`config.mk`:
```
export PLATFORM = sky130hd
export DESIGN_NAME = fifo_rd_ptr_ctrl
export DESIGN_NICKNAME = d
export VERILOG_FILES = /design/src/rtl/fifo_rd_ptr_ctrl.sv
export SDC_FILE = /design/constraint.sdc
export NUM_CORES = 1
export LEC_CHECK = 0
export ABC_AREA = 0
export CAP_MARGIN = 15
export CORE_MARGIN = 5
export CORE_UTILIZATION = 55
export DETAILED_ROUTE_END_ITERATION = 6
export PLACE_DENSITY_LB_ADDON = 0.2
export SKIP_LAST_GASP = 1
export SLEW_MARGIN = 20
export SYNTH_ARGS = -nofsm -noshare
export SYNTH_HDL_FRONTEND = slang
export SYNTH_SLANG_ARGS = --single-unit
```
`constraint.sdc`:
```
create_clock -name clk -period 5.05 [get_ports clk]
set_input_delay 0.7575 -clock clk [delete_from_list [all_inputs] [get_ports clk]]
set_output_delay 0.7575 -clock clk [all_outputs]
set_load 0.005 [all_outputs]
```
`src/rtl/fifo_rd_ptr_ctrl.sv`:
```
// Read-side pointer/flag controller for the Ethernet async FIFO: synchronizes the
// Gray write pointer, advances the read address and supports snapshot/rewind/commit replay.
module fifo_rd_ptr_ctrl #(
  parameter int ADDR_WIDTH        = 8,
  parameter int ALMOST_EMPTY_DIFF = 4
) (
  input  logic                  clk,
  input  logic                  reset_n,
  input  logic                  read,
  output logic                  empty,
  output logic                  almost_empty,
  output logic [ADDR_WIDTH:0]   rd_level,
  input  logic [ADDR_WIDTH:0]   wr_ptr,
  output logic [ADDR_WIDTH-1:0] r_addr,
  output logic [ADDR_WIDTH:0]   r_ptr,
  input  logic                  latch_addr,
  input  logic                  rewind,
  input  logic                  commit
);

  localparam int PW = ADDR_WIDTH + 1;
  localparam logic [PW-1:0] AE_DIFF = PW'(ALMOST_EMPTY_DIFF);

  typedef enum logic {IDLE = 1'b0, HELD = 1'b1} state_t;

  state_t        state_reg, state_next;
  logic [PW-1:0] sync1_reg, sync2_reg;
  logic [PW-1:0] wbin;
  logic [PW-1:0] rd_bin_reg, rd_next;
  logic [PW-1:0] saved_reg, saved_next;
  logic [PW-1:0] level_next, pub_next;
  logic [PW-1:0] rd_level_reg, r_ptr_reg;
  logic          empty_reg, almost_empty_reg;
  logic          rd_en, held, rewind_held;

  // Gray to binary: each binary bit is the XOR of all Gray bits at or above it.
  genvar gi;
  generate
    for (gi = 0; gi < PW; gi++) begin : g_g2b
      assign wbin[gi] = ^sync2_reg[PW-1:gi];
    end
  endgenerate

  always_comb begin
    rd_en       = read & ~empty_reg;
    held        = (state_reg == HELD);
    rewind_held = rewind & held;
    rd_next     = rewind_held ? saved_reg : (rd_bin_reg + PW'(rd_en));
    state_next  = state_reg;
    saved_next  = saved_reg;
    // Latch beats commit; a rewind in the same cycle keeps the old snapshot.
    if (latch_addr) begin
      state_next = HELD;
      if (!rewind_held) begin
        saved_next = rd_next;
      end
    end else if (commit && held) begin
      state_next = IDLE;
    end
    level_next = wbin - rd_next;
    pub_next   = (state_next == HELD) ? saved_next : rd_next;
  end

  always_ff @(posedge clk) begin
    if (!reset_n) begin
      state_reg        <= IDLE;
      sync1_reg        <= '0;
      sync2_reg        <= '0;
      rd_bin_reg       <= '0;
      saved_reg        <= '0;
      rd_level_reg     <= '0;
      r_ptr_reg        <= '0;
      empty_reg        <= 1'b1;
      almost_empty_reg <= 1'b1;
    end else begin
      state_reg        <= state_next;
      sync1_reg        <= wr_ptr;
      sync2_reg        <= sync1_reg;
      rd_bin_reg       <= rd_next;
      saved_reg        <= saved_next;
      rd_level_reg     <= level_next;
      r_ptr_reg        <= (pub_next >> 1) ^ pub_next;
      empty_reg        <= (level_next == '0);
      almost_empty_reg <= (level_next <= AE_DIFF);
    end
  end

  assign r_addr       = rd_bin_reg[ADDR_WIDTH-1:0];
  assign r_ptr        = r_ptr_reg;
  assign rd_level     = rd_level_reg;
  assign empty        = empty_reg;
  assign almost_empty = almost_empty_reg;

endmodule

```
==> run metrics, run 1 <==
fillers=478; Setup Buffers After CTS=0; post-route setup TNS=0 ns; Residual DRC=0; count of final hold-check violations=0; CTS tree=done; Reg area=1140 sq um; Crit path required time=5.30 ns; Async SR Flop Fraction=0%; fin crit share=89.1%; RSZ-0062 raised after global routing=no; Post-DP Area=3480 sq um; Synth warnings=0; H-tree levels=3; Critical Path Sink Type=flip-flop; WL final=6650 um; routed vias=2482; Port Buf Inserts=42; I/O pins=43; layout cells sized above 1=7.71%; slowest cell delay on critical path=0.53 ns; HP Class=reg2reg; reg-to-reg setup timing slack=0.55 ns; Final Cell Area=3690 sq um; Initial Util=56.1%; CP Launch Type=flip-flop; largest net degree at the start of global routing=34; Area Overhead vs Synth=20.2%; maximum vdd drop=0.000268 V; pwr dens=351 nW/um^2; core area=5470 sq um; vias in the first global route=2478; sequential element share of the synthesized area=37.1%; #FFs+latches synth=57; routed len/inst=14.8 um; Inserted Clock Buffers=9; mean post-synth cell area=9.06 sq um; main flop type after synthesis=dfxtp_1; first-pass GRT wire length=11400 um; area of the multi-input gates=1770 sq um; Static Leak=0.00147 uW; # rows=27; worst-margin pin slew=1.05 ns; Post-synth EDFFs=0; Diodes inserted=0; Initial DRT Pass Iterations=4; clk_skew=0.00810 ns; Post-Syn Nets=363; min-delay src=sync1_reg[8]$_SDFF_PN0_; Rel. slew slack=30.2%; clk_lat worst skew=0.34 ns; worst-path cell chain=xor3_2, xnor3_2, xnor2_1, xnor2_1, xnor2_1, ha_1, inv_1, fa_1, nand4b_1, o311ai_0, o221ai_1, o21ai_0, a211o_1, a22oi_1, nand4_1, o31ai_1; Post-DP HPWL=4940 um; critical path class=reg2reg; antenna-violating nets left=0; Vias/cell=5.54; die width=84.7 um; WHS Endpoint=sync2_reg[8]$_SDFF_PN0_; Final Max Slew Viols=0; Die Area=7180 sq um; Max Clk Rate=222 MHz; DP Cell Count=432; Non-Filler Instances=448; Tot GR Track Use=20.0%; synth unique cells=59; CP Max Fanout=7; die height=84.7 um; cell mode on critical path=xnor2_1; initial antenna violation count=0; GR Overflow Total=0; CP max-delay cell=xor3_2; WP data arrival=4.75 ns; outcome=completed; final setup fails=0; hold buffer count at CTS=0; drt first-iter violations=108; Placer Congestion=0.889; max-capacitance violation count=0; clock buffer depth=2; Hold Path Cell Cnt=1; Mapped Cells=339; Worst R2R Start=sync2_reg[8]$_SDFF_PN0_; RR Endpoint=almost_empty$_SDFF_PN1_; CTS sink cnt=57; register clock-pin slew on the reported worst setup and hold paths=0.06 ns; Synth Cell Area=3070 sq um; cells resized by post-CTS repair=0; Layout Nets=395; minimum clock period=4.50 ns; worst reg-to-reg path cell count=16; Root Buffer=clkbuf_8
## cell usage after synthesis, types with 2 or more instances
cell        n  share of area (%)
buf_1       3               0.37
nand4_1     4               0.81
nor2b_1     5                1.0
o21a_1      3               0.73
a31oi_1     3               0.61
and3_1      4               0.81
o211ai_1    2               0.49
inv_1      10                1.2
o21ai_0     7                1.1
a21oi_1    10                1.6
xnor3_2     2                1.5
clkbuf_1   10                1.2
nand3_1     5               0.81
a21o_1      2               0.49
a221oi_1    3               0.86
buf_4       9                2.2
buf_2       3               0.49
o31ai_1     2               0.49
nand2b_1    5                1.0
dfxtp_1    57                 37
xor2_1      9                2.6
and2_1     21                4.3
mux2i_1    15                4.9
maj3_1      2               0.65
a211oi_1   11                2.7
a21boi_0    4               0.98
ha_1        8                3.3
xnor2_1    23                6.6
nand3b_1    3               0.73
nand2_1    18                2.2
nor3_1      8                1.3
nor2_1     39                4.8
o2111ai_1   2               0.57
o31a_1      2               0.57
## metrics by stage
step / power [uW] / hold WS (ns) / setup slack [ns] / util, %
6_report: 1300 / 0.431 / 0.549 / 67.5
5_1_grt: 1370 / 0.444 / 0.181 / 67.5
4_1_cts: 1310 / 0.434 / 0.543 / 67.4
3_5_place_dp: 865 / 0.418 / 0.582 / 63.6
3_3_place_gp: 858 / 0.409 / 0.660 / 63.6
2_1_floorplan: 747 / 0.406 / 1.04 / -
## power by group
group          switching (uW)  total [uW]  internal (uW)  leakage (uW)
clock network             171         439            268      0.000107
registers                18.5         505            486      0.000469
logic                     177         352            175      0.000898
## layout by cell type, fill, tap and decap left out, drive strengths merged, types with 4 or more instances in the layout
cell,netlist,routed
dfxtp,57,57
o21ai,8,8
nor2,39,39
buf,15,4
nand2b,5,5
xnor2,23,23
mux2i,15,15
ha,8,8
nor2b,5,5
clkbuf,10,14
inv,10,10
nor3,8,8
a21boi,4,4
a21oi,10,10
nand2,18,18
nand4,4,4
xor2,9,9
a211oi,12,12
and3,4,4
nand3,5,5
clkdlybuf4s50,0,42
and2,22,22
## critical path, delay by kind of cell, from the launching register on
| kind | cells | cell delay (ns) |
|---|---|---|
| XOR/XNOR | 5 | 1.76 |
| AND/OR/NAND/NOR | 2 | 0.33 |
| AO/OA/AOI/OAI | 6 | 1.25 |
| adder cells (fa/ha/maj) | 2 | 0.67 |
| buffers and inverters | 1 | 0.06 |
| flip-flops | 1 | 0.37 |
## cell type report
class	instances	share of cell area, %
clock buffer	14	4.68
clock inverter	2	0.949
inverter	10	1.02
multi-input combinational	247	47.8
sequential	57	30.9
tap	72	2.44
timing repair buffer	46	12.2
## worst max path at each step
stage | start | end | slack [ns]
finish | sync2_reg[8]$_SDFF_PN0_ | almost_empty$_SDFF_PN1_ | 0.55
floorplan | sync2_reg[8]$_SDFF_PN0_ | almost_empty$_SDFF_PN1_ | 1.04
detailed placement | sync2_reg[8]$_SDFF_PN0_ | almost_empty$_SDFF_PN1_ | 0.58
CTS | sync2_reg[8]$_SDFF_PN0_ | almost_empty$_SDFF_PN1_ | 0.54
global route | sync2_reg[8]$_SDFF_PN0_ | almost_empty$_SDFF_PN1_ | 0.18
global placement | rewind | empty$_SDFF_PN1_ | 0.66
## cell families after synthesis
family | share of synthesized area (%)
compound gates | 15.6
fa+ha+maj | 4.93
xor+xnor | 12.4
mux | 5.25
flops | 37.1
simple gates | 19.3
buf+inv | 5.50
## layer usage
metal,GRT usage (%),routed length [um]
met4,9.93,175
met2,33.0,3130
met1,23.9,2880
met5,0,0
met3,5.30,465
Power figures use the tool's default switching activity.
==> inputs of run 2 (changes only) <==
- SLEW_MARGIN: 20 -> 10
==> run 2 against run 1 <==
Net effect:
- worst setup slack got worse by 0.00055 ns
- clock power about the same
- final cell count increased by 0.22%
- die area unchanged
- register-to-register slack about the same
- global-route usage unchanged
- final area increased by 0.14%
==> run metrics, run 2 (same netlist as run 1, synthesis figures left out) <==
WP data arrival=4.75 ns (about the same); reg-to-reg setup timing slack=0.55 ns (about the same); initial antenna violation count=0 (unchanged); H-tree levels=3 (unchanged); final setup fails=0 (unchanged); RR Endpoint=almost_empty$_SDFF_PN1_ (unchanged); I/O pins=43 (unchanged); pwr dens=351 nW/um^2 (about the same); highest routed metal layer=met4 (unchanged); WL met2=3130 um (about the same); commonest non-fill, non-tap cell in the layout=dfxtp_1 (unchanged); worst-path cell chain=xor3_2, xnor3_2, xnor2_1, xnor2_1, xnor2_1, ha_1, inv_1, fa_1, nand4b_1, o311ai_0, o221ai_1, o21ai_0, a211o_1, a22oi_1, nand4_1, o31ai_1 (unchanged); fin crit share=89.1% (about the same); RSZ-0062 raised after global routing=no (unchanged); GR Overflow Total=0 (unchanged); CP max-delay cell=xor3_2 (unchanged); hold buffer count at CTS=0 (unchanged); critical path class=reg2reg (unchanged); crit path capture=almost_empty$_SDFF_PN1_ (unchanged); Max Clk Rate=222 MHz (about the same); Tot GR Track Use=20.0% (unchanged); drt first-iter violations=124 (was 108); M1 wire length=2930 um (was 2880 um); Diodes inserted=0 (unchanged); Inserted Clock Buffers=9 (unchanged); hold_ws=0.431 ns (unchanged); Area Overhead vs Synth=20.3% (was 20.2%); Port Buf Inserts=42 (unchanged); max-capacitance violation count=0 (unchanged); Residual DRC=0 (unchanged); # rows=27 (unchanged); largest net degree at the start of global routing=34 (unchanged); Vias/cell=5.53 (was 5.54); fillers=479 (was 478); layout cells sized above 1=7.69% (was 7.71%); die width=84.7 um (unchanged); first-pass GRT wire length=11400 um (unchanged); CP Launch Type=flip-flop (unchanged); post-route setup TNS=0 ns (unchanged); core area=5470 sq um (unchanged); routed len/inst=14.8 um (about the same); die height=84.7 um (unchanged); cells resized by post-CTS repair=0 (unchanged); worst reg-to-reg path cell count=16 (unchanged); worst-margin pin slew=1.04 ns (was 1.05 ns); count of final hold-check violations=0 (unchanged); outcome=completed (unchanged); Root Buffer=clkbuf_8 (unchanged); slowest cell delay on critical path=0.53 ns (about the same); CP Max Fanout=7 (unchanged); worst setup path startpoint=sync2_reg[8]$_SDFF_PN0_ (unchanged); Post-DP HPWL=4940 um (unchanged); most frequent cells in the layout=57 x dfxtp_1, 42 x clkdlybuf4s50_1, 39 x nor2_1 (unchanged); Initial Util=56.1% (unchanged); Rel. slew slack=30.8% (was 30.2%); clock buffer depth=2 (unchanged); Initial DRT Pass Iterations=4 (unchanged); cell mode on critical path=xnor2_1 (unchanged); Worst R2R Start=sync2_reg[8]$_SDFF_PN0_ (unchanged); CTS tree=done (unchanged); clk_skew=0.00846 ns (was 0.00810 ns); CTS sink cnt=57 (unchanged); WL final=6660 um (was 6650 um); vias in the first global route=2478 (unchanged); Critical Path Sink Type=flip-flop (unchanged); Crit path required time=5.30 ns (about the same); antenna-violating nets left=0 (unchanged); Setup Buffers After CTS=0 (unchanged); Die Area=7180 sq um (unchanged); routed vias=2484 (was 2482); Static Leak=0.00148 uW (was 0.00147 uW); Layout Nets=396 (was 395); clk_lat worst skew=0.34 ns (about the same); minimum clock period=4.50 ns (about the same); HP Class=reg2reg (unchanged); maximum vdd drop=0.000269 V (was 0.000268 V); routed wl met3=428 um (was 465 um); Placer Congestion=0.889 (unchanged); Final Max Slew Viols=0 (unchanged); register clock-pin slew on the reported worst setup and hold paths=0.06 ns (about the same)
run 2: changes by cell type in the layout (fill, tap and decap cells not counted):
cell	delta
buf_4	+1
nor2b_2	-1
nor2b_1	+1
run 2: how the worst min path moves through the flow:
stage / from / end / slack [ns] / cells past startpoint
floorplan: sync1_reg[3]$_SDFF_PN0_ / sync2_reg[3]$_SDFF_PN0_ / 0.41 / 1
global placement: sync1_reg[3]$_SDFF_PN0_ / sync2_reg[3]$_SDFF_PN0_ / 0.41 / 1
detailed placement: sync1_reg[0]$_SDFF_PN0_ / sync2_reg[0]$_SDFF_PN0_ / 0.42 / 1
CTS: sync1_reg[8]$_SDFF_PN0_ / sync2_reg[8]$_SDFF_PN0_ / 0.43 / 1
global route: sync1_reg[8]$_SDFF_PN0_ / sync2_reg[8]$_SDFF_PN0_ / 0.44 / 1
finish: sync1_reg[8]$_SDFF_PN0_ / sync2_reg[8]$_SDFF_PN0_ / 0.43 / 1
run 2: routing by layer:
| layer | GRT usage (%) | up-vias |
|---|---|---|
| met3 | 5.30 | 19 |
| met2 | 33.0 | 82 |
| met1 | 23.9 | 1134 |
| met5 | 0 | - |
| met4 | 9.93 | 0 |
| li1 | - | 1249 |
run 2: per-stage QoR:
stage	util (%)	worst slack, ns	total power (uW)	instances	cell area [sq um]
final	67.6	0.548	1300	449	3700
after global routing	67.6	0.181	1370	449	3700
after CTS	67.4	0.543	1310	448	3690
after detailed placement	63.6	0.582	865	432	3480
after global placement	63.6	0.660	858	432	3480
after floorplan	-	1.04	747	339	3070
run 2: power by group:
part           leakage [uW]  switching (uW)  internal, uW
sequential         0.000469            18.4           486
clock              0.000107             171           268
combinational      0.000903             178           176
total               0.00148             367           930
run 2: cell type report:
class / count / area [sq um] / area share (%)
inverter: 10 / 37.5 / 1.02
tap: 72 / 90.1 / 2.44
timing repair buffer: 47 / 458 / 12.4
clock inverter: 2 / 35.0 / 0.948
clock buffer: 14 / 173 / 4.67
sequential: 57 / 1140 / 30.9
multi-input combinational: 247 / 1760 / 47.7
run 2: worst max-delay path, delay by kind of cell, from the launching register on:
family | cells | cell delay (ns)
adders and majority gates | 2 | 0.67
buffers and inverters | 1 | 0.07
DFF | 1 | 0.37
AOI/OAI and AO/OA | 6 | 1.24
xor gates and xnor gates | 5 | 1.74
and+or+nand+nor | 2 | 0.33
==> RTL change 1: new RTL, flow settings as in run 2 <==
Change the parameter `ADDR_WIDTH` from 8 to 10.
--- a/src/rtl/fifo_rd_ptr_ctrl.sv
+++ b/src/rtl/fifo_rd_ptr_ctrl.sv
@@ -2,5 +2,5 @@
 // Gray write pointer, advances the read address and supports snapshot/rewind/commit replay.
 module fifo_rd_ptr_ctrl #(
-  parameter int ADDR_WIDTH        = 8,
+  parameter int ADDR_WIDTH        = 10,
   parameter int ALMOST_EMPTY_DIFF = 4
 ) (
Ports: changed (resized r_addr, r_ptr, rd_level and wr_ptr); port bits go from 43 to 51. No check against the original RTL was run, so the function may have changed too.
==> RTL change 1 against run 2 <==
Core utilization grew 0.56 points; via count grew 4.6%; setup slack lost 340 ps; sequential cell count grew 12; total power grew 17%; wire length grew 6.6%; cell area grew 16%; area after synthesis grew 15%; maximum frequency shrank 7.0%; critical path type unchanged; largest power group unchanged.
==> RTL change 1: results <==
run_status:
  status: "completed"
cells_and_area:
  multi_input_area_um2: 1980
  drive_gt1_frac: 0.115
  clock_buffers: 9
  final_nets: 449
  inv_count: 15
  buf_share: 0.142
  fill_cells: 516
  num-multi-input-gates: 265
  clock_area_frac: 0.0416
  layout.cells.non_filler: 503
  seq_area_um2: 1380
  signal_buffers: 62
  final_util: 0.681
detailed_routing:
  route.met3.wl_um: 382
  vias: 2598
  dr.pass1.iters: 4
  routed_wl_um: 7100
  drt_iter0_drc: 119
  met1Wirelength_um: 3190
  wl_met2_um: 3370
sta:
  finClkSkew_ps: 6.70
  slew_headroom: 0.433
placed_design:
  portBuffers: 50
  placedCellCount: 485
  pre_cts_slack_ps: 134
  gp_congestion: 0.888
  place_area_um2: 4060
  dp_hpwl_um: 5340
global_route:
  grtUsageTotal: 0.179
  use_met2: 0.289
  grt_max_degree: 39
  gr-usage-met3: 0.0375
  grt_pass1_vias: 2503
  grt_pass1_wl_um: 11900
  met1_usage: 0.224
clock_tree:
  cts.sinks: 69
  h-tree-depth: 3
power:
  power_frac_seq: 0.407
  ir_drop_uv: 233
  p_leak_uw: 0.00169
  power.density_nw_per_um2: 352
  powerClk_uw: 415
  internal_power_uw: 1060
critical_path:
  crit_path_start: "sync2_reg[5]"
  slowest_stage: "or4bb_1"
  path_max_fanout: 6
  slowest_delay_ps: 530
  crit_family: "XOR/XNOR gates"
synthesis:
  syn_area_per_cell_um2: 9.45
  synth.area.top_cells: "dfxtp_1, xnor2_1, nor2_1, and2_1, xor2_1"
  syn_nets: 402
  synth_commonest_cells: "dfxtp_1, nor2_1, xnor2_1"
  seq_area_frac_synth: 0.390
  synth_cell_types: 58
die:
  die_width_um: 90.3
worst_hold_path:
  hp-start: "sync1_reg[0]"
[RTL change 1: cell count changes after synthesis, moves of 5 or more]
cell,run 2,this run
nor2_1,39,52
dfxtp_1,57,69
xnor2_1,23,34
and2_1,21,31
mux2i_1,15,8
xor2_1,9,16
nor3_1,8,2
a21oi_1,10,15
inv_1,10,15
[RTL change 1: timing repair]
action,CTS,global route
hold buffers,0,0
endpoints found under the setup margin,0,2
setup buffers,0,1
gates resized for setup,0,5
hold endpoints to repair,0,0
[RTL change 1: cells by family after synthesis]
kind of cell | Yosys count | synth area share
AOI/OAI and AO/OA | 61 | 0.129
xor gates and xnor gates | 58 | 0.174
adders and majority gates | 10 | 0.0374
buffers and inverters | 41 | 0.0593
DFF | 69 | 0.390
muxes | 9 | 0.0290
and+or+nand+nor | 127 | 0.181
[RTL change 1: path summary, 6_finish.rpt]
path | to | slack, ps | cells past startpoint
max | empty | 210 | 16
min | sync2_reg[0] | 430 | 1
max reg2reg | empty | 210 | 16
min reg2reg | sync2_reg[0] | 430 | 1
==> RTL change 2: new RTL, flow settings as in run 2 <==
Without the edit above. Make the reset (`reset_n`) asynchronous in one clocked block.
--- a/src/rtl/fifo_rd_ptr_ctrl.sv
+++ b/src/rtl/fifo_rd_ptr_ctrl.sv
@@ -62,5 +62,5 @@
   end
 
-  always_ff @(posedge clk) begin
+  always_ff @(posedge clk or negedge reset_n) begin
     if (!reset_n) begin
       state_reg        <= IDLE;
Function: differs if reset_n is asserted again (counterexample within 4 cycles, from zero or initial values and one cycle with reset_n low); with reset_n held inactive, the same outputs for 10 cycles.
==> RTL change 2 against run 2 <==
Cell area fell by 9.3%; count of clock-buffer cells in the layout fell by 5; largest cell class is now flip-flops and latches; non-clock buffer count fell by 2; setup slack improved by 190 ps; wire length fell by 26%; area after synthesis fell by 12%; sequential cell count did not move; synthesized cell count fell by 28%; critical path type unchanged; sequential share of layout area rose by 12 points; via count fell by 26%.
Power is not compared: it rests on default switching activity, and its combinational part moved more than twofold at a synthesized area within 25%.
==> RTL change 2: results <==
synthesis:
  synthArstFlopShare: 1.00
  syn_area_per_cell_um2: 11.1
  synthMuxAreaShare: 0.0492
  synth_cell_types: 48
  syn_nets: 269
  synth.area.top_cells: "dfrtp_1, xnor2_1, xor2_1, ha_1, mux2i_1"
  synth-compound-area-share: 0.0870
  synth_xor_area_frac: 0.124
  synth_fa_ha_area_frac: 0.0520
  seq_area_frac_synth: 0.526
sta:
  finClkSkew_ps: 8.39
  timing.hold.ws_ps: 351
worst_hold_path:
  min_to: "sync2_reg[8]"
  min_path_cells: 0
  hp-start: "sync1_reg[8]"
run_status:
  status: "completed"
cells_and_area:
  final_nets: 312
critical_path:
  worstRegToRegCells: 15
  reg2reg_slack_ps: 740
  slowest_delay_ps: 500
  timing.rr.start: "sync2_reg[8]"
  path_max_fanout: 4
  arrival_ps: 4540
  r2r-end: "empty"
detailed_routing:
  wl_per_cell_um: 13.7
  route.met3.wl_um: 251
  vias: 1837
  wl_met2_um: 2390
  met1Wirelength_um: 2220
placed_design:
  gp_congestion: 0.797
  pre_cts_slack_ps: 747
  placedCellCount: 344
  dp_hpwl_um: 3620
  place_area_um2: 3160
global_route:
  grt_pass1_vias: 1861
RTL change 2: final cells by class:
cell class,instances,area [um^2]
clock buffers,9,124
clock inverters,7,71.3
fillers,373,1400
inverters,23,86.3
multi-input cells,152,1120
flip-flops and latches,57,1430
well taps,67,83.8
repair buffers,45,438
RTL change 2: how the worst max path moves through the flow:
stage	start	end	slack [ps]	depth (start not counted)
detailed placement	sync2_reg[8]	empty	750	15
CTS	sync2_reg[8]	empty	710	15
global route	sync2_reg[8]	almost_empty	410	15
global placement	sync2_reg[8]	almost_empty	910	15
finish	sync2_reg[8]	empty	740	15
floorplan	sync2_reg[8]	almost_empty	1160	15
RTL change 2: power groups by stage:
| stage | Sequential, uW | Clock (uW) | Combinational (uW) |
|---|---|---|---|
| final | 694 | 409 | 1130 |
| after global routing | 714 | 442 | 1270 |
| after CTS | 694 | 420 | 1140 |
| after detailed placement | 702 | 0 | 1130 |
| after global placement | 696 | 0 | 1110 |
| after floorplan | 690 | 0 | 786 |
RTL change 2: worst register-to-register path, stage by stage (launching register included):
cell	delay [ps]
dfrtp_1	400
xor3_2	500
xnor3_2	310
xor2_2	270
xor2_1	150
xnor2_1	380
xnor2_1	120
ha_1	220
nor2b_1	230
nor3b_1	100
o2111a_1	240
maj3_1	380
or3_1	340
a21oi_1	150
nand4bb_1	130
nor4_1	280
RTL change 2: kinds of logic (layout without fill, tap and decap cells):
logic type      after synthesis  count (layout)
buf+inv                      36              84
fa+ha+maj                    11              11
compound gates               37              37
xor+xnor                     34              34
flops                        57              57
mux                          13              13
simple gates                 57              57
RTL change 2: metal layers:
metal	up-vias	track usage
met5	-	0
met3	8	0.0504
li1	898	-
met1	887	0.226
met4	0	0.0760
met2	44	0.292
